## config.mk

```make
export PLATFORM = sky130hd
export DESIGN_NAME = tx_symbol_scheduler
export DESIGN_NICKNAME = d
export VERILOG_FILES = /design/src/rtl/tx_symbol_scheduler.sv
export SDC_FILE = /design/constraint.sdc
export NUM_CORES = 1
export LEC_CHECK = 0
export CORE_MARGIN = 2
export CORE_UTILIZATION = 35
export DETAILED_ROUTE_END_ITERATION = 7
export PLACE_DENSITY = 0.6
export SETUP_SLACK_MARGIN = 0.5
export SLEW_MARGIN = 15
export SYNTH_ARGS = -nofsm -noshare
export SYNTH_HDL_FRONTEND = slang
export SYNTH_SLANG_ARGS = --single-unit
```

## constraint.sdc

```tcl
create_clock -name clk_i -period 6.3 [get_ports clk_i]
set_clock_uncertainty 0.15 [all_clocks]
set_input_delay 0.63 -clock clk_i [delete_from_list [all_inputs] [get_ports clk_i]]
set_output_delay 0.63 -clock clk_i [all_outputs]
set_load 0.05 [all_outputs]
```

## src/rtl/tx_symbol_scheduler.sv

```systemverilog
// Per-lane TX symbol scheduler: arbitrates SKP sets, ordered sets, data packets and IDLE fill into one symbol stream.
// Latency: one cycle. A symbol accepted in cycle N is on sym_data_o in cycle N+1.
// Backpressure: out_ready_i=0 with sym_valid_o held freezes the output, FSM and counter; no input is accepted.
module tx_symbol_scheduler #(
  parameter int                    DATA_WIDTH   = 10,
  parameter int                    SKP_INTERVAL = 1180,
  parameter int                    SKP_COUNT    = 3,
  parameter logic [DATA_WIDTH-1:0] COM_CODE     = 10'h1BC,
  parameter logic [DATA_WIDTH-1:0] SKP_CODE     = 10'h11C,
  parameter logic [DATA_WIDTH-1:0] IDLE_CODE    = 10'h000
) (
  input  logic                  clk_i,
  input  logic                  rst_ni,
  input  logic                  en_i,
  input  logic                  dat_valid_i,
  output logic                  dat_ready_o,
  input  logic [DATA_WIDTH-1:0] dat_data_i,
  input  logic                  dat_last_i,
  input  logic                  os_valid_i,
  output logic                  os_ready_o,
  input  logic [DATA_WIDTH-1:0] os_data_i,
  input  logic                  os_last_i,
  input  logic                  out_ready_i,
  output logic [DATA_WIDTH-1:0] sym_data_o,
  output logic                  sym_valid_o,
  output logic                  skp_sent_o,
  output logic                  skp_overrun_o
);

  // Counter spans 0..2*SKP_INTERVAL so the overrun point is representable.
  localparam int CW = $clog2(2 * SKP_INTERVAL + 1);
  localparam int IW = (SKP_COUNT > 1) ? $clog2(SKP_COUNT) : 1;
  localparam logic [CW-1:0] CNT_MAX  = CW'(2 * SKP_INTERVAL);
  localparam logic [CW-1:0] CNT_THR  = CW'(SKP_INTERVAL);
  localparam logic [IW-1:0] SKP_LAST = IW'(SKP_COUNT - 1);

  typedef enum logic [1:0] {
    ST_IDLE = 2'd0,
    ST_DATA = 2'd1,
    ST_OS   = 2'd2,
    ST_SKP  = 2'd3
  } state_t;

  state_t                state_q, state_d;
  logic [DATA_WIDTH-1:0] sym_data_q, sym_data_d;
  logic                  sym_valid_q, sym_valid_d;
  logic                  skp_sent_q, skp_sent_d;
  logic                  overrun_q, overrun_d;
  logic [CW-1:0]         cnt_q, cnt_d;
  logic [IW-1:0]         idx_q, idx_d;

  logic advance;
  logic skp_pending;
  logic cnt_inc;
  logic cnt_clr;
  logic dat_ready;
  logic os_ready;

  assign advance     = !sym_valid_q || out_ready_i;
  assign skp_pending = (cnt_q >= CNT_THR);

  // Arbitration and FSM next state; every load happens only on an advance cycle.
  always_comb begin
    state_d     = state_q;
    sym_data_d  = sym_data_q;
    sym_valid_d = sym_valid_q;
    idx_d       = idx_q;
    skp_sent_d  = 1'b0;
    cnt_inc     = 1'b0;
    cnt_clr     = 1'b0;
    dat_ready   = 1'b0;
    os_ready    = 1'b0;
    if (advance) begin
      case (state_q)
        ST_IDLE: begin
          if (!en_i) begin
            sym_valid_d = 1'b0;
          end else if (skp_pending) begin
            // SKP wins the boundary even over a waiting ordered set.
            sym_data_d  = COM_CODE;
            sym_valid_d = 1'b1;
            cnt_clr     = 1'b1;
            state_d     = ST_SKP;
          end else if (os_valid_i) begin
            os_ready    = 1'b1;
            sym_data_d  = os_data_i;
            sym_valid_d = 1'b1;
            cnt_inc     = 1'b1;
            state_d     = os_last_i ? ST_IDLE : ST_OS;
          end else if (dat_valid_i) begin
            dat_ready   = 1'b1;
            sym_data_d  = dat_data_i;
            sym_valid_d = 1'b1;
            cnt_inc     = 1'b1;
            state_d     = dat_last_i ? ST_IDLE : ST_DATA;
          end else begin
            sym_data_d  = IDLE_CODE;
            sym_valid_d = 1'b1;
            cnt_inc     = 1'b1;
          end
        end
        ST_DATA: begin
          // Packet runs to completion; a gap in the source is filled with IDLE.
          dat_ready   = 1'b1;
          sym_valid_d = 1'b1;
          cnt_inc     = 1'b1;
          if (dat_valid_i) begin
            sym_data_d = dat_data_i;
            if (dat_last_i) state_d = ST_IDLE;
          end else begin
            sym_data_d = IDLE_CODE;
          end
        end
        ST_OS: begin
          os_ready    = 1'b1;
          sym_valid_d = 1'b1;
          cnt_inc     = 1'b1;
          if (os_valid_i) begin
            sym_data_d = os_data_i;
            if (os_last_i) state_d = ST_IDLE;
          end else begin
            sym_data_d = IDLE_CODE;
          end
        end
        ST_SKP: begin
          sym_data_d  = SKP_CODE;
          sym_valid_d = 1'b1;
          if (idx_q == SKP_LAST) begin
            skp_sent_d = 1'b1;
            idx_d      = '0;
            state_d    = ST_IDLE;
          end else begin
            idx_d = idx_q + IW'(1);
          end
        end
        default: begin
          state_d = ST_IDLE;
        end
      endcase
    end
  end

  // Saturating symbol counter; COM/SKP loads do not count, COM clears it.
  always_comb begin
    cnt_d = cnt_q;
    if (cnt_clr) begin
      cnt_d = '0;
    end else if (cnt_inc && (cnt_q != CNT_MAX)) begin
      cnt_d = cnt_q + CW'(1);
    end
    overrun_d = overrun_q | (cnt_d == CNT_MAX);
  end

  // State, output and counter registers.
  always_ff @(posedge clk_i or negedge rst_ni) begin
    if (!rst_ni) begin
      state_q     <= ST_IDLE;
      sym_data_q  <= '0;
      sym_valid_q <= 1'b0;
      skp_sent_q  <= 1'b0;
      overrun_q   <= 1'b0;
      cnt_q       <= '0;
      idx_q       <= '0;
    end else begin
      state_q     <= state_d;
      sym_data_q  <= sym_data_d;
      sym_valid_q <= sym_valid_d;
      skp_sent_q  <= skp_sent_d;
      overrun_q   <= overrun_d;
      cnt_q       <= cnt_d;
      idx_q       <= idx_d;
    end
  end

  assign dat_ready_o   = dat_ready;
  assign os_ready_o    = os_ready;
  assign sym_data_o    = sym_data_q;
  assign sym_valid_o   = sym_valid_q;
  assign skp_sent_o    = skp_sent_q;
  assign skp_overrun_o = overrun_q;

endmodule

```

---- Word level (Yosys, flattened, before mapping) ----
Cells that the tools add are included.
Widths: inputs -> output; s select.
word-level totals
  register bits ........................... 29
  input bits .............................. 28
  logic and storage cells ................. 78
cells by class
  add/sub/neg operators ................... 2
  magnitude comparators ................... 1
  equality and inequality tests ........... 13
  muxes and demuxes ....................... 45
  bitwise operators ....................... 1
  reduce and logical (&&, ||, !) cells .... 9
operators with widths
  kind                   number
  $mux 10                5
  $pmux 10 s4            1
  $mux 12                2
  $mux 2                 11
  $mux 1                 21
  $add 12x1->12 const B  1
  $eq 12x12->1 const B   1
  $ge 12x11->1 const B   1
  $ne 12x12->1 const B   1
  $ne 2x2->1 const B     6
  $pmux 1 s2             4
  $pmux 2 s4             1
  $reduce_and 8->1       1
  $eq 2x2->1 const B     3
  $ne 4x4->1 const B     1
  $reduce_and 2->1       2
  $reduce_or 3->1        1
  $add 2x1->2 const B    1
  $eq 2x1->1 const B     1
  $logic_not 2->1        1
  $reduce_or 2->1        1
  $logic_and 1x1->1      1
  $logic_not 1->1        1
  $logic_or 1x1->1       1
  $or 1x1->1             1

---- Depth between registers and ports, before layout ----
  word-level depth ........................ 10
  gate-level depth with buffers ........... 9
  depth with buffers taken out ............ 8

---- Least setup slack after synthesis ----
No wires, ideal clock.
  path type ............................... register to output
  from .................................... register cnt_q[7]
  to ...................................... output port dat_ready_o
  arrival time ............................ 1.898 ns
  slack ................................... 3.622 ns
  stages on the path, launching flop included .. 8
  cells stage by stage .................... dfrtp_1 > clkbuf_1 > o21ai_1 > a31o_2 > nand3_1 > nor2_1 > a31oi_1 > nor2_1
on the way
  cells in the longest elaborated chain, start to end .. 5
RTL lines
  what                    line  text
  from (decl)             49    logic [CW-1:0] cnt_q, cnt_d;
  from (signal assigned)  170   cnt_q <= cnt_d;
  $ge 12x11->1            60    assign skp_pending = (cnt_q >= CNT_THR);
  $mux 1                  78    end else if (skp_pending) begin
  $mux 1                  76    if (!en_i) begin
  $pmux 1 s2              74    case (state_q)
  $mux 1                  73    if (advance) begin
  to (decl)               16    output logic dat_ready_o,
Every way passes these cells.

---- Worst setup path after layout ----
  from .................................... register state_q[1]
  to ...................................... output port dat_ready_o
on the way
  cells in the longest elaborated chain, start to end .. 3
RTL lines
  what                                                  line  text
  from (decl)                                           44    state_t state_q, state_d;
  from (signal assigned)                                165   state_q <= state_d;
  $eq 2x1->1 / $logic_not 2->1 (equally long branches)  74
  $pmux 1 s2 (*)                                        74
  $mux 1 (*)                                            73
Mark *: on every way between the ends. The rest lies on a longest branch, timed or not.

==> results.md <==
- Status: finished clean
- Clk slew on worst S/H paths: 70 ps
- Nets: 283
- Setup repair after global routing missed its margin: no
- Synthesis-to-layout area growth: 31.1%
- Endpoints failing hold: 0
- Post-CTS resize count: 0
- Ant. Diodes: 0
- Number of global-route vias before repair: 1695
- Global route overflow: 0
- Crit path from: state_q[1]
- Kind of critical path: reg -> out
- Cell Area, Synth: 0.00186 sq mm
- TritonCTS buffer count: 5
- Crit-path slowest cell: clkdlybuf4s50_1
- Max FO, Critical Path: 10
- Root Driver: clkbuf_8
- Max Transition Viols Final: 0
- Worst setup path end: dat_ready_o
- Worst skew pair latency: 270 ps
- Ys flop type: dfrtp_1
- Vertical die dimension: 77.0 um
- Fin area: 0.00244 sq mm
- Area of the core: 0.00511 sq mm
- Pwr dens: 391 mW/mm^2
- Hold Slack: 318 ps
- First-pass GRT wire length: 8.25 mm
- TritonCTS clock tree: built
- Syn. warnings: 0
- Post-Synthesis Cells: 208
- Routed wire length: 4.83 mm
- Hold Path Class: reg -> reg
- Cts hold-fix bufs: 0
- Syn_area_per_cell: 8.96 sq um
- Sequential fraction of the synthesis area: 39.0%
- Initial Utilization: 36.5%
- CTS Sinks: 29
- Data arrival time of the worst path: 2670 ps
- Worst slew pin tran: 940 ps
- Seq cells post-synth: 29
- Crit path depth: 7
- Net Count, Synth: 242
- Leak: 0.000998 uW
- Critical Path Most Common Cell: nor2_1
- TNS Setup: 0 ps
- CP max stage delay: 800 ps
- Largest net degree at the start of global routing: 30
- Cell Chain, Critical Path: inv_1 -> ha_1 -> nand3_1 -> nor2_1 -> a31oi_1 -> nor2_1 -> clkdlybuf4s50_1
- PortBufs: 42
- Data required time of the worst path: 5520 ps
- Internal power: 526 uW
- Switching power: 430 uW
- Clock network power share: 17.5%
- Die width: 77.0 um
- Startpoint class of the critical path: flip-flop
- First drt pass iteration count: 4
- Gpl congestion: 0.863
- Cell Rows: 26
- Post-DP HPWL: 3.58 mm
- FF/Latch Area: 726 sq um
- Initial antenna violation count: 0
- Fmax: 0.290 GHz
- Via density: 5.36
- R2R cell count: 8
- H-tree depth: 2
- R2r endpoint: skp_overrun_o
- Top Family by Delay on Critical Path: buffers and inverters
- Setup repair bufs after CTS: 0
- Fraction of layout cells with a size suffix above 1: 7.60%
- DR vias: 1714
- IO Pins: 43
- Clock buffer depth: 2
- Fin crit share: 54.8%
- Final setup fails: 0
- Tmin final: 3450 ps
- Detail Route Antenna Nets: 0
- Gr usage total: 17.3%
- Worst path bufs/invs: 2
- Drt drc: 0
- Area of placed instances: 0.00234 sq mm
- VDD IR max: 0.170 mV
- Area occupied by multi-input gates: 0.00105 sq mm
- Max-cap violations: 0
- Worst R2R Setup Slack: 3520 ps
- Post-synth EDFFs: 0
- Switch share: 45.0%
- Synth async-reset ratio: 100%
- Critical Path End Type: primary output
- Iteration-0 DRC Markers: 89
- Routed length per instance: 15.1 um
- DIE AREA: 0.00592 sq mm
- Slew HR: 37.1%
- Count of cell types in the netlist: 53
- R2r startpoint: state_q[1]
- Sequential Power Share: 31.5%
- Logic pwr share: 51.0%
- Filler cell count: 512
## logic make-up (layout without fill, tap and decap cells)
group	after synthesis	count (layout)	share of synthesized area, %
adder cells (fa/ha/maj)	6	6	4.03
multiplexers	2	2	1.07
AND/OR/NAND/NOR	84	84	24.1
AO/OA/AOI/OAI	58	58	23.4
buffers and inverters	21	63	4.63
XOR/XNOR	8	8	3.76
flip-flops	29	29	39.0
## flip-flops by register name, indices dropped and copies added, names as in the netlist
signal / cells
idx_q: 2
skp_sent_o: 1
sym_valid_o: 1
skp_overrun_o: 1
sym_data_o: 10
state_q: 2
cnt_q: 12
## cells in the mapped netlist, drive strengths merged (3+ instances only)
master | instances | area [sq um]
a21oi | 9 | 45.0
a221oi | 13 | 114
nand4 | 5 | 31.3
nand2 | 23 | 86.3
a211oi | 3 | 22.5
nand3 | 12 | 60.1
clkbuf | 5 | 20.0
xor2 | 5 | 43.8
ha | 6 | 75.1
xnor2 | 3 | 26.3
or4 | 3 | 26.3
nand2b | 3 | 18.8
dfrtp | 29 | 726
o21ai | 8 | 51.3
nor2 | 17 | 71.3
or3 | 3 | 18.8
and2 | 3 | 18.8
buf | 5 | 25.0
a22oi | 4 | 30.0
inv | 11 | 41.3
o31ai | 8 | 60.1
## per-layer routing
| metal | global-route usage (%) | routed length, um |
|---|---|---|
| met5 | 0 | 0 |
| met1 | 24.0 | 2460 |
| met4 | 4.36 | 18 |
| met2 | 26.9 | 2060 |
| met3 | 4.59 | 294 |
## layout make-up
| class | count | area share [%] |
|---|---|---|
| Tap cell | 70 | 3.59 |
| Multi-Input combinational cell | 158 | 43.0 |
| Sequential cell | 29 | 29.7 |
| Inverter | 11 | 1.69 |
| Clock inverter | 1 | 0.205 |
| Clock buffer | 7 | 3.94 |
| Timing Repair Buffer | 44 | 17.8 |
## worst min path at each step
stage | to | start | slack, ps | cells past startpoint
floorplan | cnt_q[0] | rst_ni | 180 | 0
global placement | skp_overrun_o | skp_overrun_o | 300 | 2
detailed placement | skp_overrun_o | skp_overrun_o | 300 | 2
CTS | skp_overrun_o | skp_overrun_o | 320 | 2
global route | sym_data_o[8] | sym_data_o[8] | 350 | 2
finish | skp_overrun_o | skp_overrun_o | 320 | 2
## power by group through the flow
stage | logic, uW | clock network, uW | registers (uW)
finish | 488 | 167 | 301
global route | 534 | 183 | 311
CTS | 491 | 174 | 300
detailed placement | 490 | 0 | 303
global placement | 488 | 0 | 303
floorplan | 268 | 0 | 379
## worst register-to-register path, delay by kind of cell, from the launching register on
family,cells,cell delay (ps)
flip-flops,1,410
adder cells (fa/ha/maj),1,340
AO/OA/AOI/OAI,3,600
AND/OR/NAND/NOR,3,1070
buffers and inverters,1,110
## placed cells by master (no fill, tap or decap), types with 4 or more instances in the layout
master / count
a21oi_1: 9
clkbuf_8: 7
a221oi_1: 13
nor2_1: 16
inv_1: 11
nand4_1: 5
a22oi_1: 4
dfrtp_1: 29
xor2_1: 5
nand2_1: 23
ha_1: 6
nand3_1: 12
o21ai_0: 5
clkdlybuf4s50_1: 42
o31ai_1: 8
## stage by stage
stage / instances / setup slack, ps / power [uW] / util [%]
floorplan: 208 / 3620 / 647 / -
global placement: 312 / 3040 / 791 / 45.8
detailed placement: 312 / 3050 / 793 / 45.8
CTS: 320 / 2830 / 965 / 47.8
global route: 320 / 2590 / 1030 / 47.8
finish: 320 / 2850 / 956 / 47.8
Note: power is estimated with default switching activity, not from simulation.
